<file path="config.mk">
export PLATFORM = sky130hd
export DESIGN_NAME = booth_mult_seq_flat
export DESIGN_NICKNAME = d
export VERILOG_FILES = /design/src/rtl/booth_mult_seq_if.sv /design/src/rtl/booth_mult_seq.sv /design/src/flat_wrapper.sv
export SDC_FILE = /design/constraint.sdc
export NUM_CORES = 1
export LEC_CHECK = 0
export CAP_MARGIN = 5
export CORE_MARGIN = 5
export CORE_UTILIZATION = 50
export CTS_BUF_LIST = sky130_fd_sc_hd__clkbuf_4 sky130_fd_sc_hd__clkbuf_8 sky130_fd_sc_hd__clkbuf_16
export DETAILED_ROUTE_END_ITERATION = 7
export DONT_BUFFER_PORTS = 1
export GPL_TIMING_DRIVEN = 0
export PLACE_DENSITY = 0.7
export SLEW_MARGIN = 25
export SYNTH_ARGS = -nofsm -noshare
export SYNTH_HDL_FRONTEND = slang
export SYNTH_SLANG_ARGS = --single-unit
</file>
<file path="constraint.sdc">
create_clock -name clk -period 3.6 [get_ports clk]
set_clock_uncertainty 0.15 [all_clocks]
set_input_delay 0.72 -clock clk [delete_from_list [all_inputs] [get_ports clk]]
set_output_delay 0.72 -clock clk [all_outputs]
set_load 0.03 [all_outputs]
</file>
<file path="src/rtl/booth_mult_seq_if.sv">
`default_nettype none
// ============================================================================
// Module   : booth_mult_seq_if
// Brief    : Start/busy/done handshake and operand/product bus of booth_mult_seq.
//            Carries the abort request only when BOOTH_ABORT_EN is defined.
// Revision : 1.0
// ============================================================================
interface booth_mult_seq_if #(
  parameter int WIDTH = 8
);
  logic                      start;
  logic signed [WIDTH-1:0]   multiplicand;
  logic signed [WIDTH-1:0]   multiplier;
`ifdef BOOTH_ABORT_EN
  logic                      abort;
`endif
  logic                      busy;
  logic                      done;
  logic signed [2*WIDTH-1:0] product;

  modport master (
    output start,
    output multiplicand,
    output multiplier,
`ifdef BOOTH_ABORT_EN
    output abort,
`endif
    input  busy,
    input  done,
    input  product
  );

  modport slave (
    input  start,
    input  multiplicand,
    input  multiplier,
`ifdef BOOTH_ABORT_EN
    input  abort,
`endif
    output busy,
    output done,
    output product
  );
endinterface
`default_nettype wire

</file>
<file path="src/rtl/booth_mult_seq.sv">
`default_nettype none
// ============================================================================
// Module   : booth_mult_seq
// Brief    : Iterative signed radix-2 Booth multiplier, one step per clock.
//            Define BOOTH_ABORT_EN to add the abort input.
// Revision : 1.0
// ============================================================================
module booth_mult_seq #(
  parameter int WIDTH = 8
) (
  input  wire logic       clk,
  input  wire logic       rst,
  booth_mult_seq_if.slave bus
);

  localparam int               CNT_W      = $clog2(WIDTH + 1);
  localparam logic [CNT_W-1:0] C_CNT_LOAD = CNT_W'(WIDTH);
  localparam logic [CNT_W-1:0] C_CNT_LAST = CNT_W'(1);

  typedef enum logic [0:0] {
    S_IDLE = 1'b0,
    S_CALC = 1'b1
  } state_t;

  state_t             state_q;
  logic [WIDTH:0]     a_q;
  logic [WIDTH:0]     m_q;
  logic [WIDTH-1:0]   q_q;
  logic               q1_q;
  logic [CNT_W-1:0]   cnt_q;
  logic               busy_q;
  logic               done_q;
  logic [2*WIDTH-1:0] product_q;

  logic [WIDTH:0]     sum_d;
  logic [WIDTH:0]     a_d;
  logic [WIDTH-1:0]   q_d;
  logic               q1_d;

  // One Booth step: conditional add/subtract, then arithmetic shift of {A,Q,q_1}.
  // A carries one guard bit so A-M cannot overflow when M = -2^(WIDTH-1).
  always_comb begin
    sum_d = a_q;
    case ({q_q[0], q1_q})
      2'b01:   sum_d = a_q + m_q;
      2'b10:   sum_d = a_q - m_q;
      default: sum_d = a_q;
    endcase
    a_d  = {sum_d[WIDTH], sum_d[WIDTH:1]};
    q_d  = {sum_d[0], q_q[WIDTH-1:1]};
    q1_d = q_q[0];
  end

  always_ff @(posedge clk) begin
    if (rst) begin
      state_q   <= S_IDLE;
      a_q       <= '0;
      m_q       <= '0;
      q_q       <= '0;
      q1_q      <= 1'b0;
      cnt_q     <= '0;
      busy_q    <= 1'b0;
      done_q    <= 1'b0;
      product_q <= '0;
    end else begin
      done_q <= 1'b0;
      case (state_q)
        S_IDLE: begin
          if (bus.start) begin
            a_q     <= '0;
            m_q     <= {bus.multiplicand[WIDTH-1], bus.multiplicand};
            q_q     <= bus.multiplier;
            q1_q    <= 1'b0;
            cnt_q   <= C_CNT_LOAD;
            busy_q  <= 1'b1;
            state_q <= S_CALC;
          end
        end
        S_CALC: begin
`ifdef BOOTH_ABORT_EN
          // Abort wins over the final step; the old product stays visible.
          if (bus.abort) begin
            busy_q  <= 1'b0;
            state_q <= S_IDLE;
          end else
`endif
          begin
            a_q   <= a_d;
            q_q   <= q_d;
            q1_q  <= q1_d;
            cnt_q <= cnt_q - C_CNT_LAST;
            if (cnt_q == C_CNT_LAST) begin
              product_q <= {a_d[WIDTH-1:0], q_d};
              done_q    <= 1'b1;
              busy_q    <= 1'b0;
              state_q   <= S_IDLE;
            end
          end
        end
        default: begin
          busy_q  <= 1'b0;
          state_q <= S_IDLE;
        end
      endcase
    end
  end

  assign bus.busy    = busy_q;
  assign bus.done    = done_q;
  assign bus.product = product_q;

endmodule
`default_nettype wire
</file>
<file path="src/flat_wrapper.sv">
// flat-port wrapper written by rule: the top's interface ports become plain ports
module booth_mult_seq_flat 
#(
  parameter int WIDTH = 8
)
  (clk, rst, bus_start, bus_multiplicand, bus_multiplier, bus_busy, bus_done, bus_product);
  booth_mult_seq_if #(.WIDTH(WIDTH)) bus_i ();
  input  wire logic clk;
  input  wire logic rst;
  input wire logic [$bits(bus_i.start)-1:0] bus_start;
  input wire logic [$bits(bus_i.multiplicand)-1:0] bus_multiplicand;
  input wire logic [$bits(bus_i.multiplier)-1:0] bus_multiplier;
  output wire logic [$bits(bus_i.busy)-1:0] bus_busy;
  output wire logic [$bits(bus_i.done)-1:0] bus_done;
  output wire logic [$bits(bus_i.product)-1:0] bus_product;
  assign bus_i.start = bus_start;
  assign bus_i.multiplicand = bus_multiplicand;
  assign bus_i.multiplier = bus_multiplier;
  assign bus_busy = bus_i.busy;
  assign bus_done = bus_i.done;
  assign bus_product = bus_i.product;
  booth_mult_seq #(.WIDTH(WIDTH)) u_core (.clk(clk), .rst(rst), .bus(bus_i));
endmodule
</file>
# Word-level counts from Yosys, hierarchy flattened
# Index checks and enable logic that the tools add are counted.
# classes
muxes	16
bitwise_logic	1
reduce_logical	4
eq_ne	5
n_addsub	3
# op_table
operator	n
$pmux 9 s2	2
$pmux 8 s2	1
$add 9x9->9	1
$mux 9	1
$sub 9x9->9	1
$mux 8	1
$pmux 4 s2	1
$mux 1	6
$pmux 1 s2	3
$reduce_and 2->1	3
$eq 4x1->1 const B	1
$mux 4	1
$ne 2x2->1 const B	2
$sub 4x1->4 const B	1
$eq 2x1->1 const B	1
$eq 2x2->1 const B	1
$reduce_or 2->1	1
$not 1->1	1
# totals
in_bits	19
elab_cells	38
out_inout_bits	18
register_bits	49

# Logic depth before layout (Yosys ltp)
# logic_depth
ltp_word	3
depth_mapped	12
ltp_nobuf	11

# Worst setup path before layout
# No wires, ideal clock.
# synth_path
kind	flip-flop to flip-flop
startpoint	reg u_core.m_q[0]
endpoint	reg u_core.a_q[7]
t_arrival_ps	2335
synth_period_minus_slack_ps	2553
n_path_buf	0
setup_ps	69
path_stages_with_launch	11
required_ps	3381
slack_ps	1047
path_cell_list	dfxtp_1 > inv_1 > ha_1 > mux2_2 > fa_1 > nand2b_1 > a21oi_2 > a21oi_2 > mux2i_2 > or3_1 > o21ai_1
# synth_between
elab_chain_len	3
word_cells_on_any_way	4
cone_classes	2 x add/sub; 2 x mux
# synth_rtl
element	line_no	text
from (decl)	booth_mult_seq.sv:27	logic [WIDTH:0] m_q;
from (signal assigned)	booth_mult_seq.sv:71	m_q <= {bus.multiplicand[WIDTH-1], bus.multiplicand};
$sub 9x9->9 / $add 9x9->9 (equally long branches)	booth_mult_seq.sv:46, booth_mult_seq.sv:45	
$pmux 9 s2 *	booth_mult_seq.sv:44	case ({q_q[0], q1_q})
$pmux 9 s2 *	booth_mult_seq.sv:67	case (state_q)
to (signal assigned)	booth_mult_seq.sv:57	a_q <= '0;
to (signal assigned)	booth_mult_seq.sv:70	a_q <= '0;
to (signal assigned)	booth_mult_seq.sv:88	a_q <= a_d;
to (decl)	booth_mult_seq.sv:26	logic [WIDTH:0] a_q;
# Mark *: on every way between the ends. The rest lies on a longest branch, timed or not.
# A chain may end at the register's enable or synchronous reset.

# Worst setup path in the final report
# layout_path
startpoint	reg u_core.m_q[0]
endpoint	reg u_core.product_q[13], in the netlist u_core.bus.product[13]
# layout_between
elab_chain_len	2
word_cells_on_any_way	3
cone_classes	2 x add/sub; 1 x mux
# layout_rtl
element	line_no	text
$sub 9x9->9 / $add 9x9->9 (equally long branches)	booth_mult_seq.sv:46, booth_mult_seq.sv:45	
$pmux 9 s2 *	booth_mult_seq.sv:44	
to (signal assigned)	booth_mult_seq.sv:93	product_q <= {a_d[WIDTH-1:0], q_d};
to (decl)	booth_mult_seq.sv:33	logic [2*WIDTH-1:0] product_q;
# Marks and branches as above.

==> summary.md <==
| Metric | Value |
|---|---|
| Die Y | 80.1 microns |
| Area contributors post-synth | dfxtp_1 39%, a21oi_1 8.1%, nand2_1 7.2% |
| Crit end category | flop |
| Max Buffers Root-to-Sink | 2 |
| Routability Congestion | 0.804 |
| Syn. warnings | 0 |
| Postcts setup bufs | 0 |
| Worst Path Arrival | 2930 ps |
| Syn_nets | 334 |
| Post-DP HPWL | 4050 microns |
| Critical path's top delay family | adder cells |
| CTS Root Cell | clkbuf_8 |
| Tmin final | 2880 ps |
| Highest clock rate | 347 MHz |
| Layout area overhead | 6.72% |
| Final TNS setup | 0 ps |
| Post-cts sizing count | 0 |
| CP bufs+invs | 1 |
| Fillers | 460 |
| TritonCTS buffer count | 5 |
| Global route overflow | 0 |
| Final setup viols | 0 |
| Layout cells sized above 1 | 7.44% |
| Largest family of logic cells by synthesized area | simple AND/OR/NAND/NOR gates |
| Initial antenna violation count | 0 |
| Crit path required time | 3650 ps |
| Critical-path cell list | inv_1 -> ha_1 -> mux2_2 -> fa_1 -> nand2b_1 -> a21oi_2 -> a31oi_1 -> xnor2_1 -> nand2b_1 -> a311oi_1 |
| Yosys reg bits | 48 |
| RSZ-0062 raised after global routing | false |
| Core box area | 0.00475 sq mm |
| Synth area leader | dfxtp_1 |
| Commonest non-fill, non-tap cell in the layout | dfxtp_1 |
| Max Cap Violations | 0 |
| Row cnt | 25 |
| Routed Antenna Nets | 0 |
| Avg Cell Area, Syn | 8.14 sq um |
| Sequential share of the synthesized area | 39.1% |
| Fraction of synthesized area in multiplexers | 6.77% |
| Crit-path most repeated cell | nand2b_1 |
| Synth Instances | 302 |
| TritonCTS Sinks | 48 |
| Nets@finish | 341 |
| Final hold vios | 0 |
| Leak Pwr | 1.01 nW |
| Worst slack at placement | 759 ps |
| Hold Slack | 318 ps |
| CTS Hold Bufs | 0 |
| Post-synthesis compound-gate area fraction | 16.1% |
| Slowest stage delay, CP | 450 ps |
| Largest net degree at the start of global routing | 15 |
| Synth cell types | 40 |
| Clk_lat worst skew | 290 ps |
| Crit path kind | flop to flop |
| DRC Markers | 0 |
| Mapped Area | 0.00246 sq mm |
| CTS tree | built |
| Rel. slew slack | 58.4% |
| Port Buffers | 0 |
| DRT Pass-1 Iters | 4 |
| Most frequent cells in the layout | 48 x dfxtp_1, 47 x nand2_1, 41 x nor2_1 |
| Post-Synth Simple-Gate Area | 20.8% |
| Initial Util | 51.7% |
| Class of the worst hold path | flop to flop |
| Part of the cycle the worst path needs | 80.0% |
| DIE AREA | 0.00642 sq mm |
| Tightest Pin Transition | 625 ps |
| Global-route wire length before repair | 9160 microns |
| Critical Path Start Type | flop |
| Final WL | 5350 microns |
| Gr usage total | 18.4% |
| H-tree depth | 2 |
| Pins over their slew limit | 0 |
| Routed len/inst | 14.2 microns |
| Share of the synthesized area in the top cell type | 39.1% |
| Adder-Cell Fraction of Synth Area | 6.92% |
| Vias in the first global route | 1,977 |
| Routed via count | 2,003 |
| Slowest CP cell | dfxtp_1 |
| Post-Synth XOR/XNOR Area | 4.99% |
| Via-per-instance ratio | 5.33 |
| Critical Path Fanout Max | 5 |
| ANT cells | 0 |
| CTS clk-pin slew, worst paths | 90 ps |
| I/O pins | 37 |
| Outcome | finished clean |
| Post-route setup slack | 722 ps |
| Iter 0 DRT Violations | 100 |
| Peak VDD IR | 279 uV |
| Power Density | 441 mW/mm^2 |
| Die Width | 80.1 microns |
==> routing by layer <==
layer  vias up  routed length [microns]  track usage [%]
met5         -                        0                0
met4         0                      184             9.46
met3        16                      283             3.59
met2        50                     2550             29.5
met1       905                     2340             23.4
li1       1032                        -                -
==> synth_stat cells (all sizes together) <==
library cell  count
nor2             41
nor2b             3
dfxtp            48
a311oi            3
fa                1
xor2              2
and4              1
o211ai            3
o31a              1
nand2            47
a31oi             3
mux2              2
and3              1
nor3b             1
nand3             1
a31o              1
or3               1
ha               12
nor3             10
buf               7
o21ai             7
a21oi            42
mux2i            14
nand2b            8
clkbuf           11
o41ai             1
xnor2            12
a211oi            3
nand3b            1
inv              10
nor4              1
a21o              3
==> power breakdown <==
group / switching [mW] / internal, mW / total [mW]
sequential: 0.0286 / 0.554 / 0.582
combinational: 0.152 / 0.119 / 0.271
clock: 0.173 / 0.132 / 0.305
==> cells by family after synthesis <==
group | count (synthesis)
simple gates | 116
compound gates | 67
flops | 48
buf+inv | 28
mux | 16
xor+xnor | 14
fa+ha+maj | 13
==> layout make-up <==
class | instances | area (sq um) | area share, %
plain buffers | 18 | 92.6 | 3.53
clock buffers | 5 | 68.8 | 2.62
clock inverters | 2 | 12.5 | 0.477
inverters | 10 | 37.5 | 1.43
multi-input cells | 226 | 1370 | 52.1
flip-flops and latches | 48 | 961 | 36.6
well taps | 67 | 83.8 | 3.20
==> registers in the layout, indices dropped and copies added, names as in the netlist <==
register,flops
u_core.bus.busy,1
u_core.m_q,8
u_core.bus.done,1
u_core.cnt_q,4
u_core.state_q,1
u_core.bus.product,16
u_core.q_q,8
u_core.q1_q,1
u_core.a_q,8
==> worst reg2reg max path: stages, from the launching register on <==
cell and delay (ps):
dfxtp_1 450, inv_1 90, ha_1 290, mux2_2 290
fa_1 430, nand2b_1 170, a21oi_2 210, a31oi_1 140
xnor2_1 200, nand2b_1 110, a311oi_1 270
==> through the flow <==
step / cell area (sq um) / utilization (%) / total power, mW / cells
after floorplan: 2460 / - / 0.812 / 302
after global placement: 2540 / 53.5 / 0.861 / 369
after detailed placement: 2540 / 53.5 / 0.866 / 369
after CTS: 2620 / 55.2 / 1.17 / 376
after global routing: 2620 / 55.2 / 1.23 / 376
final: 2620 / 55.2 / 1.16 / 376
==> path summary, 6_finish.rpt <==
check,depth (start not counted),slack (ps),endpoint,start
max,10,720,u_core.bus.product[13]$_SDFFE_PP0P_,u_core.m_q[0]$_SDFFE_PP0P_
min,2,320,u_core.bus.product[1]$_SDFFE_PP0P_,u_core.q_q[2]$_SDFFE_PP0P_
max reg2reg,10,720,u_core.bus.product[13]$_SDFFE_PP0P_,u_core.m_q[0]$_SDFFE_PP0P_
min reg2reg,2,320,u_core.bus.product[1]$_SDFFE_PP0P_,u_core.q_q[2]$_SDFFE_PP0P_
Power figures use the tool's default switching activity.
